### config.mk
export PLATFORM = sky130hd
export DESIGN_NAME = muldiv_seq
export DESIGN_NICKNAME = d
export VERILOG_FILES = /design/src/rtl/muldiv_pkg.sv /design/src/rtl/booth_r4_enc.sv /design/src/rtl/muldiv_seq.sv
export SDC_FILE = /design/constraint.sdc
export NUM_CORES = 1
export LEC_CHECK = 0
export CORE_MARGIN = 1.5
export CORE_UTILIZATION = 38
export DETAILED_ROUTE_END_ITERATION = 12
export SYNTH_ARGS = -nofsm -noshare
export SYNTH_HDL_FRONTEND = slang
export SYNTH_HIERARCHICAL = 1
export SYNTH_SLANG_ARGS = --single-unit
### constraint.sdc
create_clock -name clock -period 14.16 [get_ports clock]
set_input_delay 2.124 -clock clock [delete_from_list [all_inputs] [get_ports clock]]
set_output_delay 2.124 -clock clock [all_outputs]
set_load 0.03 [all_outputs]
### src/rtl/muldiv_pkg.sv
// Shared definitions for the sequential signed multiply/divide unit:
// FSM state encoding, operation codes, iteration counts and a magnitude helper.
package muldiv_pkg;

  typedef enum logic [2:0] {
    IDLE = 3'd0,
    MUL  = 3'd1,
    DIV  = 3'd2,
    FIX  = 3'd3,
    DONE = 3'd4
  } state_t;

  localparam logic OP_MUL = 1'b0;
  localparam logic OP_DIV = 1'b1;

  localparam logic [5:0] MUL_ITER = 6'd16;
  localparam logic [5:0] DIV_ITER = 6'd32;

  // Absolute value of a 32-bit two's-complement number, read as unsigned.
  // The most negative value maps onto itself, which is its correct magnitude
  // when interpreted as unsigned.
  function automatic logic [31:0] mag32(input logic [31:0] v);
    logic [31:0] r;
    if (v[31]) begin
      r = 32'd0 - v;
    end else begin
      r = v;
    end
    return r;
  endfunction

endpackage

### src/rtl/booth_r4_enc.sv
// Radix-4 Booth recoder: maps a 3-bit multiplier group {b[2i+1], b[2i], b[2i-1]}
// onto partial-product selects. The digit is zero, or +/-1x, or +/-2x of the
// multiplicand.
module booth_r4_enc (
  input  logic [2:0] grp,
  output logic       zero,
  output logic       neg,
  output logic       two
);

  // Decode the group into zero / negate / double selects.
  always_comb begin
    zero = 1'b0;
    neg  = 1'b0;
    two  = 1'b0;
    case (grp)
      3'b000, 3'b111: zero = 1'b1;
      3'b001, 3'b010: neg  = 1'b0;
      3'b011:         two  = 1'b1;
      3'b100: begin
        neg = 1'b1;
        two = 1'b1;
      end
      3'b101, 3'b110: neg  = 1'b1;
      default:        zero = 1'b1;
    endcase
  end

endmodule

### src/rtl/muldiv_seq.sv
// Sequential signed multiply / divide unit.
// Multiply: radix-4 Booth, 16 cycles, {hi,lo} = 64-bit product.
// Divide: 32-cycle non-restoring on magnitudes plus one fix-up cycle,
// lo = quotient (truncated toward zero), hi = remainder (sign of dividend).
module muldiv_seq
  import muldiv_pkg::*;
#(
  parameter int WIDTH = 32
) (
  input  logic             clock,
  input  logic             reset_n,
  input  logic             start,
  input  logic             op,
  input  logic [WIDTH-1:0] a,
  input  logic [WIDTH-1:0] b,
  output logic             busy,
  output logic             done,
  output logic [WIDTH-1:0] hi,
  output logic [WIDTH-1:0] lo,
  output logic             div_zero
);

  // Architectural state.
  state_t           state_r, state_nxt_s;
  logic [WIDTH+1:0] acc_r, acc_nxt_s;      // product high part / partial remainder
  logic [WIDTH-1:0] mq_r, mq_nxt_s;        // multiplier / dividend-then-quotient
  logic [WIDTH-1:0] mcand_r, mcand_nxt_s;  // multiplicand / divisor magnitude
  logic             prev_r, prev_nxt_s;    // Booth b[-1] bit carried between groups
  logic [5:0]       cnt_r, cnt_nxt_s;      // shared iteration counter
  logic             a_neg_r, a_neg_nxt_s;
  logic             b_neg_r, b_neg_nxt_s;
  logic [WIDTH-1:0] hi_r, hi_nxt_s;
  logic [WIDTH-1:0] lo_r, lo_nxt_s;
  logic             div_zero_r, div_zero_nxt_s;
  logic             busy_r, busy_nxt_s;
  logic             done_r, done_nxt_s;

  // Datapath helpers.
  logic [2:0]       grp_s;
  logic             zero_s, neg_s, two_s;
  logic [WIDTH+1:0] mag_s, pp_s, mul_sum_s;
  logic [WIDTH+1:0] div_shift_s, div_sum_s;
  logic [WIDTH-1:0] rem_s;

  assign grp_s = {mq_r[1:0], prev_r};

  booth_r4_enc u_enc (
    .grp  (grp_s),
    .zero (zero_s),
    .neg  (neg_s),
    .two  (two_s)
  );

  // Booth partial product, sign-extended to the accumulator width.
  always_comb begin
    if (two_s) begin
      mag_s = {mcand_r[WIDTH-1], mcand_r, 1'b0};
    end else begin
      mag_s = {{2{mcand_r[WIDTH-1]}}, mcand_r};
    end
    if (zero_s) begin
      pp_s = '0;
    end else if (neg_s) begin
      pp_s = '0 - mag_s;
    end else begin
      pp_s = mag_s;
    end
    mul_sum_s = acc_r + pp_s;
  end

  // One non-restoring divide step and the final remainder restore.
  always_comb begin
    div_shift_s = {acc_r[WIDTH:0], mq_r[WIDTH-1]};
    if (acc_r[WIDTH+1]) begin
      div_sum_s = div_shift_s + {2'b00, mcand_r};
    end else begin
      div_sum_s = div_shift_s - {2'b00, mcand_r};
    end
    if (acc_r[WIDTH+1]) begin
      rem_s = acc_r[WIDTH-1:0] + mcand_r;
    end else begin
      rem_s = acc_r[WIDTH-1:0];
    end
  end

  // Next-state and next-register values for the whole FSM.
  always_comb begin
    state_nxt_s    = state_r;
    acc_nxt_s      = acc_r;
    mq_nxt_s       = mq_r;
    mcand_nxt_s    = mcand_r;
    prev_nxt_s     = prev_r;
    cnt_nxt_s      = cnt_r;
    a_neg_nxt_s    = a_neg_r;
    b_neg_nxt_s    = b_neg_r;
    hi_nxt_s       = hi_r;
    lo_nxt_s       = lo_r;
    div_zero_nxt_s = div_zero_r;

    case (state_r)
      IDLE: begin
        if (start) begin
          cnt_nxt_s      = 6'd0;
          acc_nxt_s      = '0;
          prev_nxt_s     = 1'b0;
          div_zero_nxt_s = 1'b0;
          a_neg_nxt_s    = a[WIDTH-1];
          b_neg_nxt_s    = b[WIDTH-1];
          if (op == OP_MUL) begin
            state_nxt_s = MUL;
            mcand_nxt_s = a;
            mq_nxt_s    = b;
          end else if (b == {WIDTH{1'b0}}) begin
            // Divide by zero short-circuits straight to completion.
            state_nxt_s    = DONE;
            hi_nxt_s       = a;
            lo_nxt_s       = {WIDTH{1'b1}};
            div_zero_nxt_s = 1'b1;
          end else begin
            state_nxt_s = DIV;
            mcand_nxt_s = mag32(b);
            mq_nxt_s    = mag32(a);
          end
        end else begin
          state_nxt_s = IDLE;
        end
      end

      MUL: begin
        // Arithmetic shift of {acc, mq} right by one bit pair after the add.
        acc_nxt_s  = {{2{mul_sum_s[WIDTH+1]}}, mul_sum_s[WIDTH+1:2]};
        mq_nxt_s   = {mul_sum_s[1:0], mq_r[WIDTH-1:2]};
        prev_nxt_s = mq_r[1];
        cnt_nxt_s  = cnt_r + 6'd1;
        if (cnt_r == MUL_ITER - 6'd1) begin
          state_nxt_s = DONE;
          hi_nxt_s    = acc_nxt_s[WIDTH-1:0];
          lo_nxt_s    = mq_nxt_s;
        end else begin
          state_nxt_s = MUL;
        end
      end

      DIV: begin
        acc_nxt_s = div_sum_s;
        mq_nxt_s  = {mq_r[WIDTH-2:0], ~div_sum_s[WIDTH+1]};
        cnt_nxt_s = cnt_r + 6'd1;
        if (cnt_r == DIV_ITER - 6'd1) begin
          state_nxt_s = FIX;
        end else begin
          state_nxt_s = DIV;
        end
      end

      FIX: begin
        state_nxt_s = DONE;
        if (a_neg_r) begin
          hi_nxt_s = {WIDTH{1'b0}} - rem_s;
        end else begin
          hi_nxt_s = rem_s;
        end
        if (a_neg_r ^ b_neg_r) begin
          lo_nxt_s = {WIDTH{1'b0}} - mq_r;
        end else begin
          lo_nxt_s = mq_r;
        end
      end

      DONE: begin
        state_nxt_s = IDLE;
      end

      default: begin
        state_nxt_s = IDLE;
      end
    endcase

    busy_nxt_s = (state_nxt_s == MUL) || (state_nxt_s == DIV) || (state_nxt_s == FIX);
    done_nxt_s = (state_nxt_s == DONE);
  end

  // FSM state register.
  always_ff @(posedge clock or negedge reset_n) begin
    if (!reset_n) begin
      state_r <= IDLE;
    end else begin
      state_r <= state_nxt_s;
    end
  end

  // Datapath and registered output flops.
  always_ff @(posedge clock or negedge reset_n) begin
    if (!reset_n) begin
      acc_r      <= '0;
      mq_r       <= '0;
      mcand_r    <= '0;
      prev_r     <= 1'b0;
      cnt_r      <= 6'd0;
      a_neg_r    <= 1'b0;
      b_neg_r    <= 1'b0;
      hi_r       <= '0;
      lo_r       <= '0;
      div_zero_r <= 1'b0;
      busy_r     <= 1'b0;
      done_r     <= 1'b0;
    end else begin
      acc_r      <= acc_nxt_s;
      mq_r       <= mq_nxt_s;
      mcand_r    <= mcand_nxt_s;
      prev_r     <= prev_nxt_s;
      cnt_r      <= cnt_nxt_s;
      a_neg_r    <= a_neg_nxt_s;
      b_neg_r    <= b_neg_nxt_s;
      hi_r       <= hi_nxt_s;
      lo_r       <= lo_nxt_s;
      div_zero_r <= div_zero_nxt_s;
      busy_r     <= busy_nxt_s;
      done_r     <= done_nxt_s;
    end
  end

  assign busy     = busy_r;
  assign done     = done_r;
  assign hi       = hi_r;
  assign lo       = lo_r;
  assign div_zero = div_zero_r;

endmodule

==> summary.md, run 1 <==
• **number of buffers inserted to repair setup after CTS** 0
• **count of distinct cell types in the synthesized netlist** 95
• **worst min-delay path class** reg2reg
• **post-synthesis sequential area ratio** 0.233
• **total half-perimeter wirelength after legalization and detailed placement** 55,200 µm
• **transition time at the pin with the least slew margin** 1020 ps
• **CP Max Fanout** 43
• **Antenna diodes** 0
• **Routed WL per cell** 22.4 µm
• **post-CTS resize count** 0
• **Total Wirelength** 72,600 µm
• **CTS H-Tree Depth** 4
• **routed via count** 20,200
• **run status** complete, no violations
• **buffer levels on the longest clock path** 2
• **WS Path Type** reg2reg
• **worst clock skew on the final layout** 14.8 ps
• **Post-layout nets** 2,744
• **max-cap check violation count** 0
• **Post-Synthesis Net Count** 2,743
• **count of final hold-check violations** 0
• **setup violation total in the final timing report** 0
• **worst hold margin** 497 ps
• **drt via density** 6.23
• **horizontal die dimension** 226 µm
• **Antenna Nets Post-Route** 0
• **async set-reset flop share out of synthesis** 1.00
• **data required time at the worst endpoint** 14,550 ps
• **CP max stage delay** 690 ps
• **largest net degree at the start of global routing** 115
• **most used cells in the layout excluding fill and tap cells** 283 x sky130_fd_sc_hd__nand2_1, 279 x sky130_fd_sc_hd__nor2_1, 270 x sky130_fd_sc_hd__o21ai_0, 190 x sky130_fd_sc_hd__a21oi_1, 175 x sky130_fd_sc_hd__dfrtp_1
• **upper clock frequency limit** 0.137 GHz
• **yosys synthesis warning count** 6
• **average instance area after synthesis** 7.39 µm²
• **IO Port Bufs** 134
• **wire length of the first global-routing pass** 111,000 µm
• **CTS tree** yes
• **quantity of hold-fixing buffers added after cts** 0
• **routability cong.** 0.969
• **data arrival time of the worst path** 7720 ps
• **Initial Utilization** 0.386
• **flip-flop and latch count after synthesis** 177
• **prevailing post-synth register cell** sky130_fd_sc_hd__dfrtp_1
• **area growth from synthesis to final layout** 12.1%
• **Num CTS Buffers** 17
• **initial antenna violation count** 0
• **Mapped Cells** 2,568
• **I/O pin cnt** 135
• **core area** 49,200 µm²
• **Mapped Area** 19,000 µm²
• **number of global-route vias before repair** 18,700
• **shortest period the worst path allows** 7330 ps
• **die span in y** 226 µm
• **cell chosen for the clock root** sky130_fd_sc_hd__clkbuf_16
• **leading cell type in the layout, fill and taps excluded** sky130_fd_sc_hd__nand2_1
• **Post-synth EDFFs** 0
• **share of post-route cells with drive strength above 1** 0.0492
• **critical path's slowest cell** sky130_fd_sc_hd__or4b_2
• **Clk pin slew, worst setup/hold paths** 90 ps
• **setup repair after global routing missed its margin** no
• **Setup crit end kind** register
• **DRC violations left** 0
• **worst slew margin relative to its limit** 0.319
• **total global routing overflow** 0
• **setup TNS** 0 ps
• **die area** 51,300 µm²
• **final period utilization** 0.517
• **Final Max Tran Viols** 0
• **Worst setup SP type** register
• **Starting DRT DRC Count** 1,927
• **clock latency at the later pin of the worst-skew pair** 470 ps
• **placement row count** 81
• **slack of the worst reg-to-reg path** 6830 ps
• **TritonCTS Sinks** 177
• **overall global routing resource usage** 0.280
• **detailed-router iteration count before antenna repair** 6
-- state kept, by name (all words and copies together) (netlist names), 3 cells and up --
| register | flops |
|---|---|
| acc_r | 34 |
| cnt_r | 6 |
| hi | 32 |
| lo | 32 |
| mcand_r | 32 |
| mq_r | 32 |
| state_r | 3 |
-- stage by stage --
| stage | cells | utilization | instance area (µm²) | setup slack [ps] |
|---|---|---|---|---|
| detailed placement | 3214 | 0.421 | 20700 | 7000 |
| global placement | 3214 | 0.421 | 20700 | 7080 |
| finish | 3246 | 0.433 | 21300 | 6830 |
| CTS | 3246 | 0.433 | 21300 | 6980 |
| floorplan | 2568 | - | 19000 | 7830 |
| global route | 3246 | 0.433 | 21300 | 6340 |
-- final timing paths --
check,startpoint,endpoint,depth (start not counted)
worst max-delay path,mq_r[0],hi[27],30
worst min-delay path,hi[15],hi[15],2
worst max register to register,mq_r[0],hi[27],30
worst min register to register,hi[15],hi[15],2
max in group asynchronous,reset_n,hi[12],2
min in group asynchronous,reset_n,lo[22],1
-- Yosys cell counts, types with 13 or more instances --
| cell | instances | area share |
|---|---|---|
| sky130_fd_sc_hd__o31ai_1 | 33 | 0.013 |
| sky130_fd_sc_hd__o211ai_1 | 32 | 0.013 |
| sky130_fd_sc_hd__a21o_1 | 36 | 0.014 |
| sky130_fd_sc_hd__mux2i_1 | 27 | 0.014 |
| sky130_fd_sc_hd__nor2_1 | 281 | 0.056 |
| sky130_fd_sc_hd__dfrtp_1 | 177 | 0.23 |
| sky130_fd_sc_hd__nor2b_1 | 24 | 0.0079 |
| sky130_fd_sc_hd__xor2_1 | 135 | 0.062 |
| sky130_fd_sc_hd__ha_1 | 104 | 0.069 |
| sky130_fd_sc_hd__nand2_1 | 284 | 0.056 |
| sky130_fd_sc_hd__nand3_1 | 45 | 0.012 |
| sky130_fd_sc_hd__o21bai_1 | 16 | 0.0063 |
| sky130_fd_sc_hd__or3_1 | 35 | 0.012 |
| sky130_fd_sc_hd__a21oi_1 | 190 | 0.050 |
| sky130_fd_sc_hd__and3_1 | 16 | 0.0053 |
| sky130_fd_sc_hd__a221oi_1 | 46 | 0.021 |
| sky130_fd_sc_hd__or4_1 | 20 | 0.0079 |
| sky130_fd_sc_hd__a22oi_1 | 14 | 0.0055 |
| sky130_fd_sc_hd__nand4_1 | 19 | 0.0063 |
| sky130_fd_sc_hd__a211oi_1 | 55 | 0.022 |
| sky130_fd_sc_hd__inv_1 | 60 | 0.012 |
| sky130_fd_sc_hd__o21a_1 | 24 | 0.0095 |
| sky130_fd_sc_hd__clkbuf_1 | 157 | 0.031 |
| sky130_fd_sc_hd__or2_2 | 13 | 0.0043 |
| sky130_fd_sc_hd__a31oi_1 | 65 | 0.021 |
| sky130_fd_sc_hd__nand2b_1 | 19 | 0.0063 |
| sky130_fd_sc_hd__nor3_1 | 56 | 0.015 |
| sky130_fd_sc_hd__xnor2_1 | 78 | 0.036 |
| sky130_fd_sc_hd__o21ai_0 | 270 | 0.071 |
-- critical path: cells and delay by family, from the launching register on --
kind,cells,cell delay [ps]
flip-flops,1,470
multiplexers,1,80
AO/OA/AOI/OAI,12,2090
buffers and inverters,3,790
adder cells (fa/ha/maj),2,480
AND/OR/NAND/NOR,12,3300
-- routing by layer --
metal | global-route usage | wire length (µm) | vias to the layer above
met5 | 0 | 0 | -
met4 | 0.103 | 2490 | 0
met3 | 0.0341 | 4730 | 133
met2 | 0.445 | 32900 | 890
met1 | 0.388 | 32400 | 9741
li1 | - | - | 9451
-- cell families after synthesis --
group                      share of synthesized area
and+or+nand+nor                                0.217
xor gates and xnor gates                      0.0983
adders and majority gates                     0.0717
AOI/OAI and AO/OA                              0.310
buffers and inverters                         0.0529
DFF                                            0.233
muxes                                         0.0160
-- cell type report --
cell class / count / area, µm²
tap: 664 / 831
multi-input combinational: 2143 / 13600
clock buffer: 17 / 425
timing repair buffer: 168 / 1600
clock inverter: 15 / 165
inverter: 62 / 235
sequential: 177 / 4430
fill: 4980 / 27900
Power of run 1 is left out: the tool's default activity adds up to more than one toggle a clock period on the data nets, which glitch-free logic cannot reach.
==> inputs of run 2 (changes only) <==
Clock period 14.16 ns to 6.38 ns, I/O delays scaled along.
==> run 2 against run 1 <==
Against the previous run:
- hold slack got worse by 8.0 ps
- core utilization rose by 0.81 points
- wire length rose by 4.1%
- sequential share of layout area fell by 0.37 points
- global-route usage rose by 1.2 points
- critical path type unchanged
- largest cell class unchanged
==> summary.md, run 2 (synthesis gave the netlist of run 1 again) <==
• **area after detailed placement** 21,000 µm², +1.6%
• **overall global routing resource usage** 0.292, +0.0121
• **post-route cell area** 21,700 µm², +1.9%
• **TritonCTS Sinks** 177, unchanged
• **run status** complete, no violations
• **Num CTS Buffers** 17, unchanged
• **data required time at the worst endpoint** 6740 ps, -7810 ps
• **largest net degree at the start of global routing** 69, -40%
• **Antenna diodes** 0, unchanged
• **Post-layout nets** 2,790, +1.7%
• **die span in y** 226 µm, unchanged
• **buffer levels on the longest clock path** 2, unchanged
• **worst min-delay path class** reg2reg
• **share of post-route cells with drive strength above 1** 0.0685, +0.0193
• **CTS tree** yes
• **setup violation total in the final timing report** 0, unchanged
• **die area** 51,300 µm², unchanged
• **count of final hold-check violations** 0, unchanged
• **critical path's slowest cell** sky130_fd_sc_hd__or4b_2
• **max-cap check violation count** 0, unchanged
• **Starting DRT DRC Count** 1,885, -2.2%
• **DRC violations left** 0, unchanged
• **Most common cell on crit path** sky130_fd_sc_hd__a21o_1
• **number of global-route vias before repair** 19,000, +1.9%
• **total half-perimeter wirelength after legalization and detailed placement** 58,700 µm, +6.2%
• **total global routing overflow** 0, unchanged
• **worst slew margin relative to its limit** 0.246, -0.0734
• **upper clock frequency limit** 0.167 GHz, +22%
• **most used cells in the layout excluding fill and tap cells** 283 x sky130_fd_sc_hd__nand2_1, 278 x sky130_fd_sc_hd__nor2_1, 269 x sky130_fd_sc_hd__o21ai_0, 190 x sky130_fd_sc_hd__a21oi_1, 173 x sky130_fd_sc_hd__dfrtp_1
• **setup TNS** 0 ps, unchanged
• **Setup crit end kind** register
• **CP max stage delay** 630 ps, -60 ps
• **Clk pin slew, worst setup/hold paths** 70 ps, -20 ps
• **flip-flop count of the largest register after layout** 34, unchanged
• **horizontal die dimension** 226 µm, unchanged
• **final period utilization** 0.939, +0.422
• **Initial Utilization** 0.386, unchanged
• **Antenna Nets Post-Route** 0, unchanged
• **quantity of hold-fixing buffers added after cts** 0, unchanged
• **transition time at the pin with the least slew margin** 1120 ps, +99.8 ps
• **core area** 49,200 µm², unchanged
• **detailed-router iteration count before antenna repair** 6, unchanged
• **CTS H-Tree Depth** 4, unchanged
• **initial antenna violation count** 2, +2
• **routed via count** 20,100, -0.41%
• **IO Port Bufs** 134, unchanged
• **critical-path cell list** nand2b_1 -> o22ai_4 -> mux2i_1 -> ha_1 -> a21bo_2 -> nand3b_1 -> or4_1 -> buf_4 -> o311ai_0 -> o21ai_0 -> a211oi_1 -> ha_1 -> a21o_1 -> a21o_1 -> a21o_1 -> a221o_1 -> a22oi_2 -> o21ai_2 -> or4b_2 -> nand3_1 -> nand3b_1 -> mux2i_1 -> nor3_1
• **setup repair after global routing missed its margin** no
• **wire length of the first global-routing pass** 115,000 µm, +3.4%
• **worst clock skew on the final layout** 15.2 ps, +0.393 ps
• **leading cell type in the layout, fill and taps excluded** sky130_fd_sc_hd__nand2_1
• **clock latency at the later pin of the worst-skew pair** 460 ps, about the same
• **area growth from synthesis to final layout** 14.2%
• **Total Wirelength** 75,600 µm, +4.1%
• **shortest period the worst path allows** 5990 ps, -1330 ps
• **Routed WL per cell** 23.0 µm, +2.7%
• **placement row count** 81, unchanged
• **data arrival time of the worst path** 6360 ps, -1360 ps
• **Final Max Tran Viols** 0, unchanged
• **top register by number of flip-flops** acc_r
• **I/O pin cnt** 135, unchanged
• **CP Max Fanout** 6, -86%
• **WS Path Type** reg2reg
• **Worst setup SP type** register
• **cell chosen for the clock root** sky130_fd_sc_hd__clkbuf_16
• **drt via density** 6.12, -1.8%
• **routability cong.** 0.946, -2.3%
[run 2: changes by cell type in the layout (fill, tap and decap cells not counted), sizes merged]
cell / change
clkinvlp: -1
inv: -2
clkinv: -2
bufinv: +1
buf: +46
clkbuf: +4
[run 2: final timing paths]
kind                           from  slack [ps]  cells after the start  endpoint
max in group asynchronous   reset_n        4530                      2   mq_r[1]
min                        cnt_r[0]         490                      1  cnt_r[0]
max                         mq_r[0]         390                     23    hi[27]
min reg2reg                cnt_r[0]         490                      1  cnt_r[0]
max reg2reg                 mq_r[0]         390                     23    hi[27]
min in group asynchronous   reset_n         510                      1    lo[13]
[run 2: metrics by stage]
| step | utilization | setup WS [ps] | instances | hold WS (ps) |
|---|---|---|---|---|
| finish | 0.441 | 386 | 3292 | 489 |
| global route | 0.441 | 14.3 | 3292 | 519 |
| CTS | 0.440 | 38.2 | 3289 | 493 |
| detailed placement | 0.427 | 70.7 | 3257 | 473 |
| global placement | 0.427 | 221 | 3257 | 465 |
| floorplan | - | 45.8 | 2568 | 461 |
[run 2: final cells by class]
type,count,area (µm²)
Fill cell,5109,27500
Multi-Input combinational cell,2143,13600
Sequential cell,177,4430
Timing Repair Buffer,214,1950
Tap cell,664,831
Clock buffer,21,480
Inverter,62,235
Clock inverter,11,118
[run 2: layer usage]
| layer | track usage | wire length (µm) |
|---|---|---|
| met1 | 0.400 | 34000 |
| met2 | 0.472 | 34400 |
| met3 | 0.0334 | 4200 |
| met4 | 0.109 | 2860 |
| met5 | 0 | 0 |
[run 2: worst max-delay path, delay by kind of cell (launching register included)]
kind	cells	cell delay (ps)
AO/OA/AOI/OAI	11	2560
AND/OR/NAND/NOR	7	1880
adder cells (fa/ha/maj)	2	540
flip-flops	1	410
multiplexers	2	350
buffers and inverters	1	180
[run 2: repair_timing]
| action | 4_1_cts | 5_1_grt |
|---|---|---|
| hold endpoints to repair | 0 | 0 |
| endpoints found under the setup margin | 0 | 8 |
| resized for setup | 0 | 10 |
| buffers inserted | 0 | 3 |
Power of run 2 is left out for the same reason.
